File: src/rtl/team_04_wb_gpio_resp.sv
// team_04_wb_gpio_resp: Wishbone classic responder for breakout GPIOs
// (output/OEB registers, synchronized inputs, W1C rising-edge status, level irq).
module team_04_wb_gpio_resp #(
    parameter int          NUM_GPIO  = 34,
    parameter logic [31:0] BASE_ADDR = 32'h3000_0000
) (
    input  logic                clk,
    input  logic                rst,
    input  logic                en,
    input  logic [31:0]         ADR_I,
    input  logic [31:0]         DAT_I,
    input  logic [3:0]          SEL_I,
    input  logic                WE_I,
    input  logic                STB_I,
    input  logic                CYC_I,
    output logic [31:0]         DAT_O,
    output logic                ACK_O,
    input  logic [NUM_GPIO-1:0] gpio_in,
    output logic [NUM_GPIO-1:0] gpio_out,
    output logic [NUM_GPIO-1:0] gpio_oeb,
    output logic                irq
);
    logic [NUM_GPIO-1:0] out_r, oeb_r, edge_r, s1, s2, s3;
    logic [63:0] out_w, oeb_w, edge_w, in_w, wmask, wdat, rd64, out_n, oeb_n, edge_n;
    logic [31:0] bmask, rdata;
    logic sel, go, wr, unused_ok;

    assign unused_ok = ^ADR_I[1:0];
    assign gpio_out = en ? out_r : '0;
    assign gpio_oeb = en ? oeb_r : '1;

    // Registers are viewed as 64-bit words so LO/HI share one lane mask; bits
    // above NUM_GPIO fall away on truncation and read back as zero.
    always_comb begin
        sel    = CYC_I & STB_I & (ADR_I[31:5] == BASE_ADDR[31:5]);
        go     = sel & ~ACK_O;
        wr     = go & WE_I;
        bmask  = {{8{SEL_I[3]}}, {8{SEL_I[2]}}, {8{SEL_I[1]}}, {8{SEL_I[0]}}};
        wmask  = ADR_I[2] ? {bmask, 32'h0} : {32'h0, bmask};
        wdat   = {DAT_I, DAT_I};
        out_w  = 64'(out_r);
        oeb_w  = 64'(oeb_r);
        edge_w = 64'(edge_r);
        in_w   = 64'(s2);
        out_n  = (wr && ADR_I[4:3] == 2'd0) ? (out_w & ~wmask) | (wdat & wmask) : out_w;
        oeb_n  = (wr && ADR_I[4:3] == 2'd1) ? (oeb_w & ~wmask) | (wdat & wmask) : oeb_w;
        edge_n = (edge_w & ~((wr && ADR_I[4:3] == 2'd3) ? wdat & wmask : 64'h0)) | 64'(s2 & ~s3);
        rd64   = ADR_I[4] ? (ADR_I[3] ? edge_w : in_w) : (ADR_I[3] ? oeb_w : out_w);
        rdata  = ADR_I[2] ? rd64[63:32] : rd64[31:0];
    end

    always_ff @(posedge clk or posedge rst) begin
        if (rst) begin
            out_r  <= '0;
            oeb_r  <= '1;
            edge_r <= '0;
            s1     <= '0;
            s2     <= '0;
            s3     <= '0;
            irq    <= 1'b0;
            ACK_O  <= 1'b0;
            DAT_O  <= 32'h0;
        end else begin
            s1     <= gpio_in;
            s2     <= s1;
            s3     <= s2;
            out_r  <= out_n[NUM_GPIO-1:0];
            oeb_r  <= oeb_n[NUM_GPIO-1:0];
            edge_r <= edge_n[NUM_GPIO-1:0];
            irq    <= |edge_n[NUM_GPIO-1:0];
            ACK_O  <= go;
            if (go) DAT_O <= rdata;
        end
    end
endmodule

File: config.mk
export PLATFORM = sky130hd
export DESIGN_NAME = team_04_wb_gpio_resp
export DESIGN_NICKNAME = d
export VERILOG_FILES = /design/src/rtl/team_04_wb_gpio_resp.sv
export SDC_FILE = /design/constraint.sdc
export NUM_CORES = 1
export LEC_CHECK = 0
export BUFFER_PORTS_ARGS = -buffer_cell sky130_fd_sc_hd__buf_4
export CAP_MARGIN = 10
export CORE_ASPECT_RATIO = 0.9
export CORE_UTILIZATION = 30
export DETAILED_ROUTE_END_ITERATION = 16
export PLACE_DENSITY = 0.56
export SYNTH_ARGS = -nofsm -noshare
export SYNTH_HDL_FRONTEND = slang
export SYNTH_SLANG_ARGS = --single-unit
File: constraint.sdc
create_clock -name clk -period 10.2 [get_ports clk]
set_input_delay 2.04 -clock clk [delete_from_list [all_inputs] [get_ports clk]]
set_output_delay 2.04 -clock clk [all_outputs]
set_load 0.03 [all_outputs]
==> metrics.md, run 1 <==
| Metric | Value |
|---|---|
| Worst Setup Start Kind | `primary input` |
| CTS tree | `built` |
| Root Driver | `clkbuf_16` |
| Worst setup margin | `4.87 ns` |
| Remaining DRCs | `0` |
| XOR/XNOR share of the synthesized area | `0%` |
| Clock buffer count from CTS | `27` |
| Placement Cell Area | `0.0117 mm^2` |
| Fin Hold WS | `0.346 ns` |
| Hold crit path type | `flip-flop to flip-flop` |
| Synth warnings | `0` |
| CP arrival | `5.70 ns` |
| CTS max path bufs | `3` |
| Post-route ant nets | `0` |
| Crit path time final | `5.33 ns` |
| Final hold vios | `0` |
| Sw frac | `23.0%` |
| DR iter-0 viols | `305` |
| Synth Area in Compound Gates | `4.32%` |
| M3 GR Usage | `3.29%` |
| Top FF cell, synth | `dfrtp_1` |
| M1 GR Usage | `23.5%` |
| Reg-to-Reg Start | `ACK_O` |
| Synth area leaders | `dfrtp_1 53%, dfstp_2 9.2%, mux4_2 7.9%` |
| Cell Int Power | `0.00160 W` |
| Die width | `192 um` |
| Number of enable flip-flop cells after synthesis | `0` |
| Final period util | `52.2%` |
| PortBufs | `207` |
| Cell taking the most area after synthesis | `dfrtp_1` |
| CP startpoint | `ADR_I[4]` |
| Post-Syn Nets | `834` |
| Worst slew margin | `33.9%` |
| Die H | `173 um` |
| Hold-fix buffers, CTS | `0` |
| Post-CTS Setup Bufs | `0` |
| Num ports | `210` |
| # nets final | `1040` |
| First-pass GRT wire length | `41.8 mm` |
| Max Fclk | `188 MHz` |
| Max VDD drop | `0.000104 V` |
| Setup_tns | `0 ns` |
| Die area | `0.0331 mm^2` |
| N_diodes | `0` |
| RSZ-0062 raised after global routing | `false` |
| Worst setup EP type | `flip-flop` |
| Met2 Usage GRT | `26.4%` |
| Required @ worst endpoint | `10.58 ns` |
| Clk pwr share | `46.6%` |
| Initial antenna violation count | `0` |
| Actual slew at the worst max-slew pin | `0.992 ns` |
| Pwr Density | `165 mW/mm^2` |
| Largest net degree at the start of global routing | `113` |
| Row cnt | `62` |
| Pre-antenna DRT Iters | `4` |
| Fraction of registers with async set/reset | `100%` |
| Max-slew violations | `0` |
| Vias per inst | `4.69` |
| End of the worst register-to-register path | `irq` |
| Clk Latency, worst-skew pair | `0.53 ns` |
| Starting Density | `30.5%` |
| Vias | `6417` |
| Crit path max fanout | `37` |
| Total GRT Usage | `16.6%` |
| Synth top area share | `52.6%` |
| Mapped Cells | `726` |
| Routability cong. | `0.801` |
| Layout Skew | `0.0205 ns` |
| Share of cells above drive strength 1 | `42.3%` |
| Synth Area in Simple Gates | `16.0%` |
| Max-cap violations | `0` |
| Pre-CTS setup slack | `4.20 ns` |
| Routed len/inst | `19.7 um` |
| Area grow syn2layout | `29.4%` |
| Power share of the combinational group | `6.4%` |
| Post-synth top cells | `204 x dfrtp_1, 89 x nand2_1, 60 x mux2_2` |
| Fill count | `3050` |
| Total gr overflow | `0` |
| Setup slack, reg-to-reg | `6.67 ns` |
| Area of the multi-input gates | `0.00344 mm^2` |
| Syn_area_per_cell | `13.4 um^2` |
| Post-DP HPWL | `17.7 mm` |
| Synthesized flop and latch total | `238` |
| Largest family of logic cells by synthesized area | `simple AND/OR/NAND/NOR gates` |
| Reg area | `0.00600 mm^2` |
| Busiest grt layer | `met2` |
| Core ar. | `0.0319 mm^2` |
| Finished Core Util | `39.4%` |
| Most common cell in the netlist | `dfrtp_1` |
| Post-Syn Area | `0.00971 mm^2` |
| Psw | `0.000476 W` |
| Seq/Total Area, Yosys | `61.8%` |
| Setup violations, final | `0` |
| Vias in the first global route | `6997` |
| Mux contribution to synthesized area | `15.0%` |
| H-tree levels | `1` |
| Clock sinks | `238` |
| Routed wire length | `26.9 mm` |
| Crit path capture | `irq` |
| Design Area, Final | `0.0126 mm^2` |
| Post-synth cell types | `51` |
| CTS clk-pin slew, worst paths | `0.06 ns` |
| Post-Synth Adder-Cell Area | `0%` |
| Worst R2R Path Depth | `9` |
| Cts repair resizes | `0` |
| Status | `completed` |
| Type of the worst setup path | `primary input to flip-flop` |
| Lkg Pwr | `5.84 nW` |
| Seq pwr share | `47.0%` |
## per-stage QoR
stage | cells | power [W]
final | 1368 | 0.00207
after global routing | 1368 | 0.00216
after CTS | 1368 | 0.00211
after detailed placement | 1319 | 0.00113
after global placement | 1319 | 0.00113
after floorplan | 726 | 0.00106
## cell families (layout without fill, tap and decap cells)
family | after synthesis | in the layout
and+or+nand+nor | 263 | 263
DFF | 238 | 238
muxes | 96 | 96
buffers and inverters | 70 | 296
AOI/OAI and AO/OA | 59 | 59
## metal layers
layer  vias up  part of all wire (%)  wire length, um
met5         -                     0                0
met4         0                   1.6              433
met3        29                   5.9             1580
met2       192                    47            12600
met1      3240                    46            12300
li1       2956                     -                -
## layout by cell type, fill, tap and decap left out, drive strengths merged, types with 5 or more instances in the layout
cell | Yosys | final
a22o | 7 | 7
and2 | 34 | 34
and4 | 5 | 5
buf | 15 | 213
clkbuf | 21 | 34
clkinv | 0 | 11
dfrtp | 204 | 204
dfstp | 34 | 34
inv | 34 | 34
mux2 | 60 | 60
mux4 | 34 | 34
nand2 | 90 | 90
nand2b | 38 | 38
nand3 | 10 | 10
nand3b | 30 | 30
nand4 | 6 | 6
nand4b | 6 | 6
nor2 | 5 | 5
nor2b | 16 | 16
nor4 | 10 | 10
o21ai | 20 | 20
o31ai | 8 | 8
## worst max-delay path: stages
cell	delay (ns)
buf_4	0.52
and3_1	0.93
nand2_1	0.48
o32a_1	0.49
or4_1	0.55
nor4_1	0.51
nand4b_1	0.15
## area by class of cell
type / count / share of cell area, %
flip-flops and latches: 238 / 47.7
multi-input cells: 418 / 27.3
repair buffers: 213 / 12.7
clock buffers: 34 / 5.74
well taps: 416 / 4.14
clock inverters: 15 / 1.24
inverters: 34 / 1.08
## how the worst min path moves through the flow
stage / from / endpoint / slack, ns / depth (start not counted)
after floorplan: s1[0] / s2[0] / 0.33 / 0
after CTS: s1[32] / s2[32] / 0.35 / 0
after global placement: s1[33] / s2[33] / 0.33 / 0
after global routing: s1[32] / s2[32] / 0.35 / 0
final: s1[0] / s2[0] / 0.35 / 0
after detailed placement: s1[13] / s2[13] / 0.33 / 0
## power groups by stage
stage	sequential, W	clock, W	combinational, W
floorplan	0.000988	0	0.0000691
global placement	0.000991	0	0.000137
detailed placement	0.000991	0	0.000137
CTS	0.000974	0.000997	0.000137
global route	0.000976	0.00104	0.000146
finish	0.000975	0.000967	0.000133
Note: power is estimated with default switching activity, not from simulation.
==> inputs of run 2 (changes only) <==
ABC_AREA = 1   (was not set)
clock period = 5.1 ns   (was 10.2 ns; I/O delays follow)
==> run 2 against run 1 <==
Sequential share of layout area fell by 1.2 points. Clock skew rose by 0.010 ns. Flip-flop and latch count did not move. Clock power rose by 99%. Combinational power rose by 120%. Sequential power rose by 100%. Non-clock buffer count rose by 5. Worst hold slack barely moved. Via count rose by 29%. Count of clock-buffer cells in the layout did not move. Largest cell class unchanged.
==> metrics.md, run 2 <==
| Metric | Value |
|---|---|
| Setup_tns | `0 ns (unchanged)` |
| Synth warnings | `0 (unchanged)` |
| Max-cap violations | `0 (unchanged)` |
| Syn_area_per_cell | `8.77 um^2 (was 13.4 um^2)` |
| Most common cell in the netlist | `nand2_1 (was dfrtp_1)` |
| Synth Area in Simple Gates | `19.8% (was 16.0%)` |
| Setup violations, final | `0 (unchanged)` |
| Post-route ant nets | `0 (unchanged)` |
| Routability cong. | `0.770 (was 0.801)` |
| Cell taking the most area after synthesis | `dfrtp_1 (unchanged)` |
| Post-Syn Area | `0.0101 mm^2 (was 0.00971 mm^2)` |
| Remaining DRCs | `0 (unchanged)` |
| Actual slew at the worst max-slew pin | `1.04 ns (was 0.992 ns)` |
| Post-synth cell types | `32 (was 51)` |
| Root Driver | `clkbuf_16 (unchanged)` |
| Die H | `176 um (was 173 um)` |
| Num ports | `210 (unchanged)` |
| Pre-antenna DRT Iters | `7 (was 4)` |
| Die area | `0.0343 mm^2 (was 0.0331 mm^2)` |
| Max Fclk | `313 MHz` |
| Initial antenna violation count | `0 (unchanged)` |
| Core ar. | `0.0329 mm^2 (was 0.0319 mm^2)` |
| Type of the worst setup path | `primary input to output port (was primary input to flip-flop)` |
| Pwr Density | `323 mW/mm^2 (was 165 mW/mm^2)` |
| Post-Synth Adder-Cell Area | `0% (unchanged)` |
| Largest family of logic cells by synthesized area | `simple AND/OR/NAND/NOR gates (unchanged)` |
| Post-DP HPWL | `19.6 mm (was 17.7 mm)` |
| Hold crit path type | `flip-flop to flip-flop (unchanged)` |
| H-tree levels | `1 (unchanged)` |
| XOR/XNOR share of the synthesized area | `0% (unchanged)` |
| First-pass GRT wire length | `46.6 mm (was 41.8 mm)` |
| N_diodes | `0 (unchanged)` |
| Max VDD drop | `0.000268 V (was 0.000104 V)` |
| Number of enable flip-flop cells after synthesis | `0 (unchanged)` |
| Psw | `0.00102 W (was 0.000476 W)` |
| Post-CTS Setup Bufs | `0 (unchanged)` |
| RSZ-0062 raised after global routing | `false (unchanged)` |
| Seq pwr share | `46.8% (was 47.0%)` |
| Worst hold stages | `0 (unchanged)` |
| CTS tree | `built (unchanged)` |
| CTS max path bufs | `3 (unchanged)` |
| Fraction of registers with async set/reset | `100% (unchanged)` |
| Area grow syn2layout | `28.1% (was 29.4%)` |
| Mapped Cells | `1147 (was 726)` |
| CP arrival | `2.17 ns (was 5.70 ns)` |
| Post-synth top cells | `266 x nand2_1, 204 x dfrtp_1, 174 x inv_1 (was 204 x dfrtp_1, 89 x nand2_1, 60 x mux2_2)` |
| Largest net degree at the start of global routing | `141 (was 113)` |
| Hold-fix buffers, CTS | `0 (unchanged)` |
| Synth top area share | `50.7% (was 52.6%)` |
| Top FF cell, synth | `dfrtp_1 (unchanged)` |
| Share of cells above drive strength 1 | `23.8% (was 42.3%)` |
| PortBufs | `207 (unchanged)` |
| Synth area leaders | `dfrtp_1 51%, nand2_1 9.9%, dfstp_2 8.9% (was dfrtp_1 53%, dfstp_2 9.2%, mux4_2 7.9%)` |
| CTS clk-pin slew, worst paths | `0.05 ns (was 0.06 ns)` |
| Cell Int Power | `0.00314 W (was 0.00160 W)` |
| DR iter-0 viols | `554 (was 305)` |
| Final hold vios | `0 (unchanged)` |
| Most frequent cells in the layout | `266 x nand2_1, 217 x buf_4, 204 x dfrtp_1 (was 213 x buf_4, 204 x dfrtp_1, 89 x nand2_1)` |
| Sw frac | `24.5% (was 23.0%)` |
| Clock buffer count from CTS | `27 (unchanged)` |
| Worst setup EP type | `output port (was flip-flop)` |
| Clock sinks | `238 (unchanged)` |
| Routed wire length | `29.8 mm (was 26.9 mm)` |
| Fin Hold WS | `0.346 ns (about the same)` |
| Routed len/inst | `16.7 um (was 19.7 um)` |
| Status | `completed (unchanged)` |
| Worst slew margin | `30.4% (was 33.9%)` |
| Die width | `195 um (was 192 um)` |
| # nets final | `1452 (was 1040)` |
| Crit path max fanout | `68 (was 37)` |
| Total GRT Usage | `17.4% (was 16.6%)` |
| Max-slew violations | `0 (unchanged)` |
| Crit path time final | `3.19 ns` |
| Worst Setup Start Kind | `primary input (unchanged)` |
| Synthesized flop and latch total | `238 (unchanged)` |
| Total gr overflow | `0 (unchanged)` |
| Commonest non-fill, non-tap cell in the layout | `nand2_1 (was buf_4)` |
| Synth Area in Compound Gates | `11.6% (was 4.32%)` |
| Vias per inst | `4.64 (was 4.69)` |
| Starting Density | `30.5% (about the same)` |
| Post-Syn Nets | `1255 (was 834)` |
| Lkg Pwr | `6.20 nW (was 5.84 nW)` |
| Clk Latency, worst-skew pair | `0.56 ns (was 0.53 ns)` |
| Row cnt | `63 (was 62)` |
| Required @ worst endpoint | `4.08 ns (was 10.58 ns)` |
| Mux contribution to synthesized area | `0% (was 15.0%)` |
| Final period util | `62.6%` |
| Layout Skew | `0.0305 ns (was 0.0205 ns)` |
| Worst R2R Path Depth | `13 (was 9)` |
| Vias | `8292 (was 6417)` |
| Clk pwr share | `46.2% (was 46.6%)` |
| Vias in the first global route | `8290 (was 6997)` |
| Seq/Total Area, Yosys | `59.6% (was 61.8%)` |
| Cts repair resizes | `0 (unchanged)` |
| Power share of the combinational group | `7.0% (was 6.4%)` |
[run 2: kinds of logic (layout without fill, tap and decap cells)]
family | after synthesis | in the layout
buf+inv | 227 | 444
compound gates | 207 | 207
simple gates | 475 | 475
flops | 238 | 238
[run 2: per-stage QoR]
step	power, W	cell area [um^2]	instances	setup WS, ns	utilization (%)
final	0.00416	12900	1786	1.91	39.1
after global routing	0.00434	12900	1786	1.74	39.1
after CTS	0.00422	12900	1786	1.92	39.1
after detailed placement	0.00228	12000	1737	1.39	36.5
after global placement	0.00227	12000	1737	1.44	36.5
after floorplan	0.00212	10100	1147	0.988	-
[run 2: cell type report]
type	instances	area [um^2]
inverters	177	668
flip-flops and latches	238	6000
clock inverters	15	160
well taps	422	528
repair buffers	218	1650
clock buffers	34	722
fillers	3356	20100
multi-input cells	682	3170
[run 2: routing by layer]
layer  GRT usage [%]  share of wire, %
met1            24.8                47
met2            27.4                46
met3            3.01               5.5
met4            4.10               2.2
met5               0                 0
[run 2: worst paths after layout]
check / slack, ns / to / startpoint
hold / removal: 0.35 / s2[29] / s1[29]
setup reg to reg: 2.29 / irq / ACK_O
max in group asynchronous: 3.43 / s1[26] / rst
setup / recovery: 1.91 / gpio_out[22] / en
min in group asynchronous: 0.49 / s1[5] / rst
hold reg to reg: 0.35 / s2[29] / s1[29]
[run 2: critical path, stage by stage]
cell and delay (ns):
buf_4 0.61, nand2_1 0.15, inv_1 0.17, buf_4 0.19
[run 2: power groups by stage]
stage	Combinational (W)	Sequential, W	Clock, W
6_report	0.000291	0.00195	0.00192
5_1_grt	0.000322	0.00195	0.00207
4_1_cts	0.000297	0.00195	0.00198
3_5_place_dp	0.000296	0.00198	0
3_3_place_gp	0.000294	0.00198	0
2_1_floorplan	0.000148	0.00198	0
==> inputs of run 3 (changes only) <==
clock period = 3.1 ns   (was 5.1 ns; I/O delays follow)
==> run 3 against run 2 <==
Sequential power up 65%. First-iteration DRC count shrank 27%. Clock power rose by 77%. Clock skew shrank 0.012 ns. Count of clock-buffer cells in the layout increased by 7. Register-to-register slack worse by 1.5 ns. Routed wire length rose by 1.2%. Setup slack got worse by 1.1 ns. Worst hold slack lost 0.16 ns. Largest power group is now clock.
==> metrics.md, run 3 (synthesis results as in run 2) <==
| Metric | Value |
|---|---|
| Post-route ant nets | `0 (unchanged)` |
| Clock buffer count from CTS | `28 (was 27)` |
| # nets final | `1461 (was 1452)` |
| Hold-fix buffers, CTS | `0 (unchanged)` |
| Max Fclk | `438 MHz` |
| Core ar. | `0.0329 mm^2 (unchanged)` |
| Required @ worst endpoint | `2.48 ns (was 4.08 ns)` |
| CTS tree | `built (unchanged)` |
| Placement Cell Area | `0.0121 mm^2 (was 0.0120 mm^2)` |
| Max-cap violations | `0 (unchanged)` |
| Routed wl met3 | `1.92 mm (was 1.62 mm)` |
| Fill count | `3374 (was 3356)` |
| Pwr Density | `542 mW/mm^2 (was 323 mW/mm^2)` |
| Buffers & Inverters on Critical Path | `4 (was 3)` |
| Total power | `0.00709 W (was 0.00416 W)` |
| Crit path time final | `2.28 ns` |
| Final period util | `73.6%` |
| PortBufs | `207 (unchanged)` |
| Post-CTS Setup Bufs | `0 (unchanged)` |
| CP max stage delay | `0.42 ns (was 0.61 ns)` |
| Starting Density | `30.5% (unchanged)` |
| Design Area, Final | `0.0131 mm^2 (was 0.0129 mm^2)` |
| Vias per inst | `4.61 (was 4.64)` |
| Row cnt | `63 (unchanged)` |
| CP arrival | `1.66 ns (was 2.17 ns)` |
| DR top layer | `met4 (unchanged)` |
| Clk Latency, worst-skew pair | `0.54 ns (was 0.56 ns)` |
| CP most frequent cell | `buf_4 (unchanged)` |
| Num ports | `210 (unchanged)` |
| Most frequent cells in the layout | `266 x nand2_1, 222 x buf_4, 204 x dfrtp_1 (was 266 x nand2_1, 217 x buf_4, 204 x dfrtp_1)` |
| Die H | `176 um (unchanged)` |
| Total length of routed met2 wires | `13.7 mm (was 13.5 mm)` |
| Worst setup margin | `0.818 ns (was 1.91 ns)` |
| CTS clk-pin slew, worst paths | `0.06 ns (was 0.05 ns)` |
| Metal1 wirelength | `13.9 mm (was 14.0 mm)` |
| Setup violations, final | `0 (unchanged)` |
| H-tree levels | `1 (unchanged)` |
| Die width | `195 um (unchanged)` |
| Post-DP HPWL | `20.2 mm (was 19.6 mm)` |
| Routability cong. | `0.785 (was 0.770)` |
| Largest net degree at the start of global routing | `131 (was 141)` |
| First-pass GRT wire length | `47.5 mm (was 46.6 mm)` |
| Crit path max fanout | `40 (was 68)` |
| Clock sinks | `238 (unchanged)` |
| Layout Skew | `0.0190 ns (was 0.0305 ns)` |
| Pre-antenna DRT Iters | `5 (was 7)` |
| Critical path, cell by cell | `buf_4 -> buf_4 -> nand2_1 -> inv_1 -> buf_4 (was buf_4 -> nand2_1 -> inv_1 -> buf_4)` |
| N_diodes | `0 (unchanged)` |
| Placed Instances | `1745 (was 1737)` |
| Remaining DRCs | `0 (unchanged)` |
| Total gr overflow | `0 (unchanged)` |
| Largest delay share family, worst path | `buffers and inverters (unchanged)` |
| Worst Setup Start Kind | `primary input (unchanged)` |
| Pre-CTS setup slack | `0.232 ns (was 1.39 ns)` |
| Max-slew violations | `0 (unchanged)` |
| Lkg Pwr | `6.31 nW (was 6.20 nW)` |
| Type of the worst setup path | `primary input to output port (unchanged)` |
| Routed wire length | `30.1 mm (was 29.8 mm)` |
| Actual slew at the worst max-slew pin | `0.731 ns (was 1.04 ns)` |
| Die area | `0.0343 mm^2 (unchanged)` |
| Finished Core Util | `39.7% (was 39.1%)` |
| DR iter-0 viols | `404 (was 554)` |
| Worst setup EP type | `output port (unchanged)` |
| CTS max path bufs | `3 (unchanged)` |
| Max VDD drop | `0.000436 V (was 0.000268 V)` |
| Routed len/inst | `16.8 um (was 16.7 um)` |
| RSZ-0062 raised after global routing | `false (unchanged)` |
| Hold crit path type | `primary input to flip-flop (was flip-flop to flip-flop)` |
| Initial antenna violation count | `0 (unchanged)` |
| CP max-delay cell | `buf_4 (unchanged)` |
| Layout Cells excl Fill | `1797 (was 1786)` |
| Status | `completed (unchanged)` |
| Worst slew margin | `51.2% (was 30.4%)` |
| Root Driver | `clkbuf_16 (unchanged)` |
| Vias | `8286 (was 8292)` |
| Area grow syn2layout | `30.0% (was 28.1%)` |
| Final hold vios | `0 (unchanged)` |
| Cts repair resizes | `0 (unchanged)` |
| Vias in the first global route | `8472 (was 8290)` |
| Total GRT Usage | `17.7% (was 17.4%)` |
| Area of the multi-input gates | `0.00317 mm^2 (unchanged)` |
| Reg area | `0.00600 mm^2 (unchanged)` |
| Commonest non-fill, non-tap cell in the layout | `nand2_1 (unchanged)` |
| Share of cells above drive strength 1 | `24.4% (was 23.8%)` |
-- run 3: cell count changes in the layout (fill, tap and decap cells not counted) --
cell        change
inv_16          -1
inv_6           +1
bufinv_16       +1
clkbuf_16       +2
clkbuf_1        +1
buf_4           +5
buf_12          +3
clkinv_4        -1
clkinvlp_4      -4
clkbuf_8        +4
-- run 3: per-stage QoR --
stage	TNS (ns)	hold slack, ns
6_report	0	0.186
3_3_place_gp	0	0.333
2_1_floorplan	-124.87	0.331
4_1_cts	0	0.156
5_1_grt	0	0.159
3_5_place_dp	0	0.336
-- run 3: layout make-up --
type,instances,area share [%]
clock buffers,41,6.35
inverters,177,5.11
repair buffers,226,13.4
flip-flops and latches,238,45.9
well taps,422,4.04
clock inverters,11,1.07
multi-input cells,682,24.2
-- run 3: per-layer routing --
layer / up-vias / GRT usage, %
li1: 4025 / -
met1: 3934 / 24.9
met2: 280 / 28.1
met3: 47 / 2.94
met4: 0 / 5.02
met5: - / 0
-- run 3: path summary, 6_finish.rpt --
kind	slack [ns]	start	cells past startpoint	to
hold reg to reg	0.35	s1[4]	0	s2[4]
setup reg to reg	0.82	ACK_O	15	irq
setup / recovery	0.82	en	5	gpio_out[1]
hold / removal	0.19	gpio_in[14]	1	s1[14]
min in group asynchronous	0.25	rst	3	DAT_O[4]
max in group asynchronous	2.21	rst	3	s1[24]
-- run 3: power breakdown --
| group | internal [W] | leakage, nW | switching (W) |
|---|---|---|---|
| Sequential | 0.00318 | 2.78 | 0.0000296 |
| Combinational | 0.000169 | 3.05 | 0.000321 |
| Clock | 0.00210 | 0.478 | 0.00129 |
| Total | 0.00545 | 6.31 | 0.00164 |
